`src/rtl/stopwatch_bcd_multi_if.sv`:
```
// Control and status bundle for the BCD stopwatch.
// The master side (host FSM or button logic) drives the controls and preset;
// the slave side (the stopwatch itself) returns the count, lap capture, tick and overflow.
interface stopwatch_bcd_multi_if #(
    parameter int NDIG = 3
);
    logic              go;
    logic              clr;
    logic              up;
    logic              load;
    logic [4*NDIG-1:0] load_val;
    logic              lap;
    logic [4*NDIG-1:0] digits;
    logic [4*NDIG-1:0] lap_digits;
    logic              tick;
    logic              ovf;

    modport master (
        output go, clr, up, load, load_val, lap,
        input  digits, lap_digits, tick, ovf
    );

    modport slave (
        input  go, clr, up, load, load_val, lap,
        output digits, lap_digits, tick, ovf
    );
endinterface

```
`src/rtl/stopwatch_bcd_multi.sv`:
```
// N-digit BCD stopwatch/timer.
// A prescaler divides clk down to a one-cycle count tick. On each tick the digit
// chain steps up or down by one with carry/borrow, either wrapping at the limit
// or saturating there. A sticky ovf flag records every wrap and every tick that
// was blocked at a saturated limit.
// Optional feature macro: STOPWATCH_LAP_EN adds a lap capture register; without
// it lap is ignored and lap_digits reads as zero.
module stopwatch_bcd_multi #(
    parameter int DVSR = 5000000,
    parameter int NDIG = 3,
    parameter int WRAP = 1
) (
    input logic                 clk,
    input logic                 reset,
    stopwatch_bcd_multi_if.slave bus
);

    localparam int            PW    = (DVSR > 1) ? $clog2(DVSR) : 1;
    localparam logic [PW-1:0] P_MAX = PW'(DVSR - 1);
    localparam int            W     = 4 * NDIG;

    logic [PW-1:0] p_q;
    logic [W-1:0]  digits_q;
    logic          ovf_q;

    logic          tick_int;
    logic [W-1:0]  step_digits;
    logic [W-1:0]  load_clamped;
    logic          at_limit;
    logic          all_nine;
    logic          all_zero;
    logic          carry;
    logic [3:0]    nib;

    // The tick is only a function of registered prescaler state, so a clr or
    // load in the same cycle can cleanly suppress it.
    assign tick_int = bus.go & (p_q == P_MAX) & ~bus.clr & ~bus.load & ~reset;

    assign bus.tick   = tick_int;
    assign bus.digits = digits_q;
    assign bus.ovf    = ovf_q;

    // One count step in the selected direction, rippling carry/borrow upward,
    // plus detection of whether the count already sits at the limit for that direction.
    always_comb begin
        step_digits = digits_q;
        carry       = 1'b1;
        all_nine    = 1'b1;
        all_zero    = 1'b1;
        nib         = 4'd0;
        for (int i = 0; i < NDIG; i++) begin
            nib = digits_q[4*i +: 4];
            if (nib != 4'd9) all_nine = 1'b0;
            if (nib != 4'd0) all_zero = 1'b0;
            if (carry) begin
                if (bus.up) begin
                    if (nib == 4'd9) begin
                        step_digits[4*i +: 4] = 4'd0;
                    end else begin
                        step_digits[4*i +: 4] = nib + 4'd1;
                        carry = 1'b0;
                    end
                end else begin
                    if (nib == 4'd0) begin
                        step_digits[4*i +: 4] = 4'd9;
                    end else begin
                        step_digits[4*i +: 4] = nib - 4'd1;
                        carry = 1'b0;
                    end
                end
            end
        end
        at_limit = bus.up ? all_nine : all_zero;
    end

    // Preset values that are not valid BCD are clamped to 9 so the count never holds a bad nibble.
    always_comb begin
        load_clamped = '0;
        for (int i = 0; i < NDIG; i++) begin
            load_clamped[4*i +: 4] = (bus.load_val[4*i +: 4] > 4'd9) ? 4'd9 : bus.load_val[4*i +: 4];
        end
    end

    // Prescaler, digit chain and overflow flag, in priority reset > clr > load > tick.
    always_ff @(posedge clk) begin
        if (reset) begin
            p_q      <= '0;
            digits_q <= '0;
            ovf_q    <= 1'b0;
        end else if (bus.clr) begin
            p_q      <= '0;
            digits_q <= '0;
            ovf_q    <= 1'b0;
        end else if (bus.load) begin
            p_q      <= '0;
            digits_q <= load_clamped;
        end else begin
            if (bus.go) begin
                p_q <= (p_q == P_MAX) ? '0 : p_q + PW'(1);
            end
            if (tick_int) begin
                if (at_limit) begin
                    ovf_q <= 1'b1;
                end
                if (!(at_limit && (WRAP == 0))) begin
                    digits_q <= step_digits;
                end
            end
        end
    end

`ifdef STOPWATCH_LAP_EN
    logic [W-1:0] lap_q;

    // Lap capture takes the count as it was before this cycle's tick or load lands.
    always_ff @(posedge clk) begin
        if (reset || bus.clr) begin
            lap_q <= '0;
        end else if (bus.lap) begin
            lap_q <= digits_q;
        end
    end

    assign bus.lap_digits = lap_q;
`else
    logic lap_unused;

    assign lap_unused     = bus.lap;
    assign bus.lap_digits = '0;
`endif

endmodule

```
`src/flat_wrapper.sv`:
```
// flat-port wrapper written by rule: the top's interface ports become plain ports
module stopwatch_bcd_multi_flat 
#(
    parameter int DVSR = 5000000,
    parameter int NDIG = 3,
    parameter int WRAP = 1
)
  (clk, reset, bus_go, bus_clr, bus_up, bus_load, bus_load_val, bus_lap, bus_digits, bus_lap_digits, bus_tick, bus_ovf);
  stopwatch_bcd_multi_if #(.NDIG(NDIG)) bus_i ();
  input logic clk;
  input logic reset;
  input wire logic [$bits(bus_i.go)-1:0] bus_go;
  input wire logic [$bits(bus_i.clr)-1:0] bus_clr;
  input wire logic [$bits(bus_i.up)-1:0] bus_up;
  input wire logic [$bits(bus_i.load)-1:0] bus_load;
  input wire logic [$bits(bus_i.load_val)-1:0] bus_load_val;
  input wire logic [$bits(bus_i.lap)-1:0] bus_lap;
  output wire logic [$bits(bus_i.digits)-1:0] bus_digits;
  output wire logic [$bits(bus_i.lap_digits)-1:0] bus_lap_digits;
  output wire logic [$bits(bus_i.tick)-1:0] bus_tick;
  output wire logic [$bits(bus_i.ovf)-1:0] bus_ovf;
  assign bus_i.go = bus_go;
  assign bus_i.clr = bus_clr;
  assign bus_i.up = bus_up;
  assign bus_i.load = bus_load;
  assign bus_i.load_val = bus_load_val;
  assign bus_i.lap = bus_lap;
  assign bus_digits = bus_i.digits;
  assign bus_lap_digits = bus_i.lap_digits;
  assign bus_tick = bus_i.tick;
  assign bus_ovf = bus_i.ovf;
  stopwatch_bcd_multi #(.DVSR(DVSR), .NDIG(NDIG), .WRAP(WRAP)) u_core (.clk(clk), .reset(reset), .bus(bus_i));
endmodule
```
`config.mk`:
```
export PLATFORM = sky130hd
export DESIGN_NAME = stopwatch_bcd_multi_flat
export DESIGN_NICKNAME = d
export VERILOG_FILES = /design/src/rtl/stopwatch_bcd_multi_if.sv /design/src/rtl/stopwatch_bcd_multi.sv /design/src/flat_wrapper.sv
export SDC_FILE = /design/constraint.sdc
export NUM_CORES = 1
export LEC_CHECK = 0
export ABC_AREA = 0
export BUFFER_PORTS_ARGS = -buffer_cell sky130_fd_sc_hd__buf_2
export CORE_MARGIN = 2
export CORE_UTILIZATION = 55
export CTS_CLUSTER_SIZE = 12
export DETAILED_ROUTE_END_ITERATION = 6
export PLACE_DENSITY_LB_ADDON = 0.25
export SLEW_MARGIN = 25
export SYNTH_ARGS = -nofsm -noshare
export SYNTH_HDL_FRONTEND = slang
export SYNTH_SLANG_ARGS = --single-unit
```
`constraint.sdc`:
```
create_clock -name clk -period 2.5 [get_ports clk]
set_input_delay 0.125 -clock clk [delete_from_list [all_inputs] [get_ports clk]]
set_output_delay 0.125 -clock clk [all_outputs]
set_load 0.05 [all_outputs]
```
==> impl_metrics.toml, run 1 <==
[yosys]
synth_edf_count = 0
synth_seq_cells = 36
synth_mux_area_frac = 0.0211
yosysWarnings = 0
yosys.area_share.adder = 0.00528
synth_compound_area_frac = 0.165
synth_top_family_by_area = "simple AND/OR/NAND/NOR gates"
syn_inst = 295
synth-simple-area-share = 0.302
ys.flop_type = "dfxtp_1"
async_reset_ff_frac = 0
netlist-cell-type-count = 56
synth.avg_cell_area_sq_um = 8.03
synth-xor-area-share = 0.115
syn_area_sq_um = 2370
synth_seq_area_share = 0.304

[power]
pwr-share-comb = 0.135
p_leak_uw = 0.000881
p_per_area_nw_per_um2 = 492
swShare = 0.272
peakVddDrop_mv = 0.403
p_int_uw = 925
clockPowerShare = 0.394
switching_power_uw = 345
seq_power_share = 0.470

[timing]
fmax_ghz = 0.468
slew_viol_final = 0
layout_min_cycle_time_ns = 2.14
fin_tns_setup_ns = 0
setup-violations-final = 0
fin_crit_sh = 0.854
slew_headroom = 0.619
fin_skew_ns = 0.00601
rsz0062_at_grt = "no"
hold_ws_ns = 0.0451
worst_slew_pin_slew_ns = 0.571
final-hold-violation-count = 0
worst_slack_ns = 0.364

[layout]
fill_cells = 346
fin_nets = 337
n_antenna_cell = 0
area_delta_synth_final_pct = 8.87
post_layout_nonfiller_instances = 368
fin_area_sq_um = 2580
drive_gt1_frac = 0.164

[worst_setup_path]
cp_max_fo = 7
crit_path_end_kind = "primary output"
worstPathArrival_ns = 2.01
worstPathRequired_ns = 2.38
rr_worst_depth = 6
r2r_end = "u_core.bus.digits[3]"
crit_path_start_kind = "register"
rrSetupSlack_ns = 0.43
criticalPathCategory = "register to primary output"
cp-startpoint = "u_core.p_q[0]"
timing.rr.start = "u_core.p_q[0]"

[clock_tree]
cts_tree = "done"
cts.sinks = 36
cts_buffers = 5
cts_root_buffer = "clkbuf_8"
htreeDepth = 2
post_cts_resize_count = 0
clk_path_buf_depth = 2
clock_latency_ns = 0.29
post_cts_buffers = 0
cts.clk_slew.worst_paths_ns = 0.07
postCtsHoldBufs = 0

[floorplan]
die-height_um = 69.6
row_count = 23
die_area_sq_um = 4850
core_area_sq_um = 4090
start_util = 0.580
io-pin-count = 45
die_w_um = 69.6

[min_path]
hold_path_class = "input pin to register"
whs_endpoint = "u_core.bus.digits[3]"
holdPathStages = 2
worstHoldStart = "bus_clr"

[place]
gpl.final_weighted_congestion = 0.813
pre_cts_ws_ns = 0.421
hpwl_um = 3340
place_inst = 360
post_dp_cell_area_sq_um = 2470
portBuffers = 31

[routing]
antenna_left = 0
drc = 0
wl_um = 4720
first_pass_iters = 4
drtIter0Drc = 149
viasPerCell = 5.55
wire_per_inst_um = 12.8
via_count = 2041

[grt]
use_met1 = 0.279
track_usage = 0.203
grt_pass1_vias = 1840
grt_max_degree = 33
met3_usage = 0.0581
grt_pass1_wl_um = 8200
grt_busiest_layer = "met2"
antenna_found_initial = 0
grtUsageMet2 = 0.310
grt_overflow = 0

[job]
drv_cap = 0

[run_status]
outcome = "finished clean"
flip-flops by register name, summed over array words and instances, names as in the netlist:
| register | count |
|---|---|
| u_core.bus.ovf | 1 |
| u_core.p_q | 23 |
| u_core.bus.digits | 12 |
through the flow:
stage,power [uW],utilization
final,1270,0.631
after global routing,1320,0.631
after CTS,1280,0.631
after detailed placement,780,0.604
after global placement,779,0.604
after floorplan,756,-
synth_stat cells (2+ instances only):
library cell	n	area, sq um
a221o_1	2	20.0
nand3_1	16	80.1
nor2b_1	3	18.8
mux2i_1	5	50.1
o21ai_0	22	110
nand4_1	8	50.1
nand4_4	2	42.5
a2111oi_4	2	55.1
and4_1	3	26.3
o21a_1	3	22.5
nor3_1	9	45.0
or3_1	2	12.5
nand2_1	16	60.1
and3_1	4	25.0
clkbuf_1	11	41.3
o22ai_1	2	12.5
buf_2	2	10.0
inv_1	9	33.8
dfxtp_1	36	721
o31ai_1	4	30.0
and3b_1	2	17.5
buf_6	2	22.5
xor2_1	9	78.8
and2_1	4	25.0
a21oi_1	6	30.0
nor2_1	45	169
nor4_1	3	18.8
xnor2_1	22	193
a211oi_1	2	15.0
buf_4	12	90.1
o211ai_1	2	15.0
final cells by class:
type,instances,area [sq um],share of cell area
repair buffers,32,163,0.0630
multi-input cells,232,1490,0.576
inverters,10,37.5,0.0145
clock inverters,3,42.5,0.0165
clock buffers,5,68.8,0.0267
flip-flops and latches,36,721,0.279
well taps,50,62.6,0.0242
per-layer routing:
| layer | vias up | routed length [um] |
|---|---|---|
| li1 | 1059 | - |
| met5 | - | 0 |
| met3 | 5 | 341 |
| met1 | 908 | 2220 |
| met2 | 69 | 2100 |
| met4 | 0 | 53 |
how the worst max path moves through the flow:
stage                                end  depth (start not counted)  slack, ns
detailed placement  u_core.bus.digits[3]                          6       0.42
global placement    u_core.bus.digits[3]                          6       0.47
finish                          bus_tick                          6       0.36
CTS                             bus_tick                          6       0.34
floorplan           u_core.bus.digits[9]                          6       0.34
global route                    bus_tick                          5       0.24
worst max-delay path, cell delays in order (launching register included):
cell and delay (ns):
dfxtp_1 0.36, ha_1 0.20, and2_1 0.25, nand4_4 0.21
or2_1 0.31, nor2_1 0.12, buf_2 0.27
power groups by stage:
stage	registers [uW]	logic [uW]	clock network (uW)
2_1_floorplan	622	135	0
3_3_place_gp	610	169	0
3_5_place_dp	610	170	0
4_1_cts	597	171	516
5_1_grt	599	186	537
6_report	597	172	501
kinds of logic (layout without fill, tap and decap cells):
| family | count (synthesis) | count (layout) |
|---|---|---|
| simple gates | 129 | 129 |
| flops | 36 | 36 |
| buf+inv | 38 | 50 |
| fa+ha+maj | 1 | 1 |
| compound gates | 54 | 54 |
| other cells | 1 | 12 |
| mux | 5 | 5 |
| xor+xnor | 31 | 31 |
cell usage in the layout, fill, tap and decap left out, types with 3 or more instances in the layout:
cell and instances:
xnor2_1 22, and4_1 3, conb_1 12, nor2b_1 3, buf_2 31, o21a_1 3
nand2_1 16, o21ai_0 22, a21oi_1 6, mux2i_1 5, dfxtp_1 36, and3_1 4
clkbuf_8 5, o31ai_1 4, and2_1 4, nand4_1 8, nor2_1 45, nor4_1 3
nor3_1 9, inv_1 9, nand3_1 16, xor2_1 9
(Power assumes the default switching activity.)
==> run 2, diff against run 1 <==
Settings changed: CELL_PAD_IN_SITES_DETAIL_PLACEMENT set to 0, CELL_PAD_IN_SITES_GLOBAL_PLACEMENT set to 2, CORE_UTILIZATION 55 to 32.
==> impl_metrics.toml, run 2 (synthesized netlist as in run 1, its figures left out) <==
[timing]
fin_skew_ns = 0.0101
fin_crit_sh = 0.871
worst_slew_pin_slew_ns = 0.569
hold_ws_ns = 0.0530
rsz0062_at_grt = "no"
fmax_ghz = 0.459
layout_min_cycle_time_ns = 2.18
worst_slack_ns = 0.323
final-hold-violation-count = 0
fin_tns_setup_ns = 0
setup-violations-final = 0
slew_headroom = 0.620
slew_viol_final = 0

[layout]
drive_gt1_frac = 0.163
final_common_cell = "nor2_1"
fill_cells = 785
area_delta_synth_final_pct = 11.2
top_register = "u_core.p_q"
n_antenna_cell = 0
seq_area_sq_um = 721
post_layout_nonfiller_instances = 419
mostFrequentLayoutCells = "nor2_1, dfxtp_1, buf_2"
largest_register_ffs = 23
multi_input_comb_area_sq_um = 1490
fin_nets = 339

[worst_setup_path]
crit_path_start_kind = "register"
criticalPathCategory = "register to primary output"
cp_max_fo = 8
worstPathArrival_ns = 2.05
crit_path_end_kind = "primary output"
worstPathRequired_ns = 2.38

[power]
p_leak_uw = 0.000883
power_uw = 1200
peakVddDrop_mv = 0.221
p_per_area_nw_per_um2 = 456

[place]
portBuffers = 31
hpwl_um = 3980
gpl.final_weighted_congestion = 0.748
place_inst = 411
pre_cts_ws_ns = 0.370

[floorplan]
die-height_um = 90.1
die_w_um = 90.1
start_util = 0.328
row_count = 31
io-pin-count = 45
core_area_sq_um = 7210
die_area_sq_um = 8110

[routing]
viasPerCell = 5.02
first_pass_iters = 4
antenna_left = 0
wl_um = 5610
wire_per_inst_um = 13.4
via_count = 2103
drtIter0Drc = 60
drc = 0

[grt]
grt_pass1_wl_um = 9420
antenna_found_initial = 0
grt_max_degree = 33
track_usage = 0.140
grt_pass1_vias = 1967
grt_overflow = 0

[clock_tree]
cts_root_buffer = "clkbuf_8"
postCtsHoldBufs = 0
post_cts_resize_count = 0
clock_latency_ns = 0.29
cts_buffers = 5
post_cts_buffers = 0
cts.clk_slew.worst_paths_ns = 0.07
clk_path_buf_depth = 2
cts_tree = "done"
cts.sinks = 36
htreeDepth = 2

[run_status]
outcome = "finished clean"

[job]
drv_cap = 0

[min_path]
hold_path_class = "input pin to register"
==> run 2: final timing paths <==
path / slack, ns / end / depth (start not counted) / start
worst max-delay path: 0.32 / bus_tick / 5 / u_core.p_q[2]
worst min-delay path: 0.05 / u_core.bus.digits[6] / 3 / bus_load_val[6]
worst max register to register: 0.40 / u_core.bus.digits[3] / 5 / u_core.p_q[2]
worst min register to register: 0.52 / u_core.p_q[4] / 2 / u_core.p_q[4]
==> run 2: cell type report <==
class | instances | share of cell area
multi-input cells | 232 | 0.564
repair buffers | 34 | 0.0674
well taps | 99 | 0.0470
inverters | 10 | 0.0142
clock buffers | 8 | 0.0342
flip-flops and latches | 36 | 0.274
==> run 2: power by group <==
group,switching [uW],leakage [uW],internal (uW)
combinational,126,0.000546,51.7
sequential,16.0,0.000291,580
clock,204,0.0000455,225
total,346,0.000883,857
==> run 2: critical path, cell delays in order, from the launching register on <==
cell and delay (ns):
dfxtp_1 0.39, and4_1 0.40, nand4_4 0.25, or2_1 0.31, nor2_1 0.14, buf_2 0.28
==> run 2: metal layers <==
layer	GRT usage	part of all wire
met1	0.186	0.49
met2	0.231	0.46
met3	0.0235	0.033
met4	0.0462	0.011
met5	0	0
==> run 2: metrics by stage <==
| stage | area, sq um | util |
|---|---|---|
| finish | 2640 | 0.365 |
| CTS | 2640 | 0.365 |
| global placement | 2540 | 0.353 |
| detailed placement | 2540 | 0.353 |
| global route | 2640 | 0.365 |
| floorplan | 2410 | - |
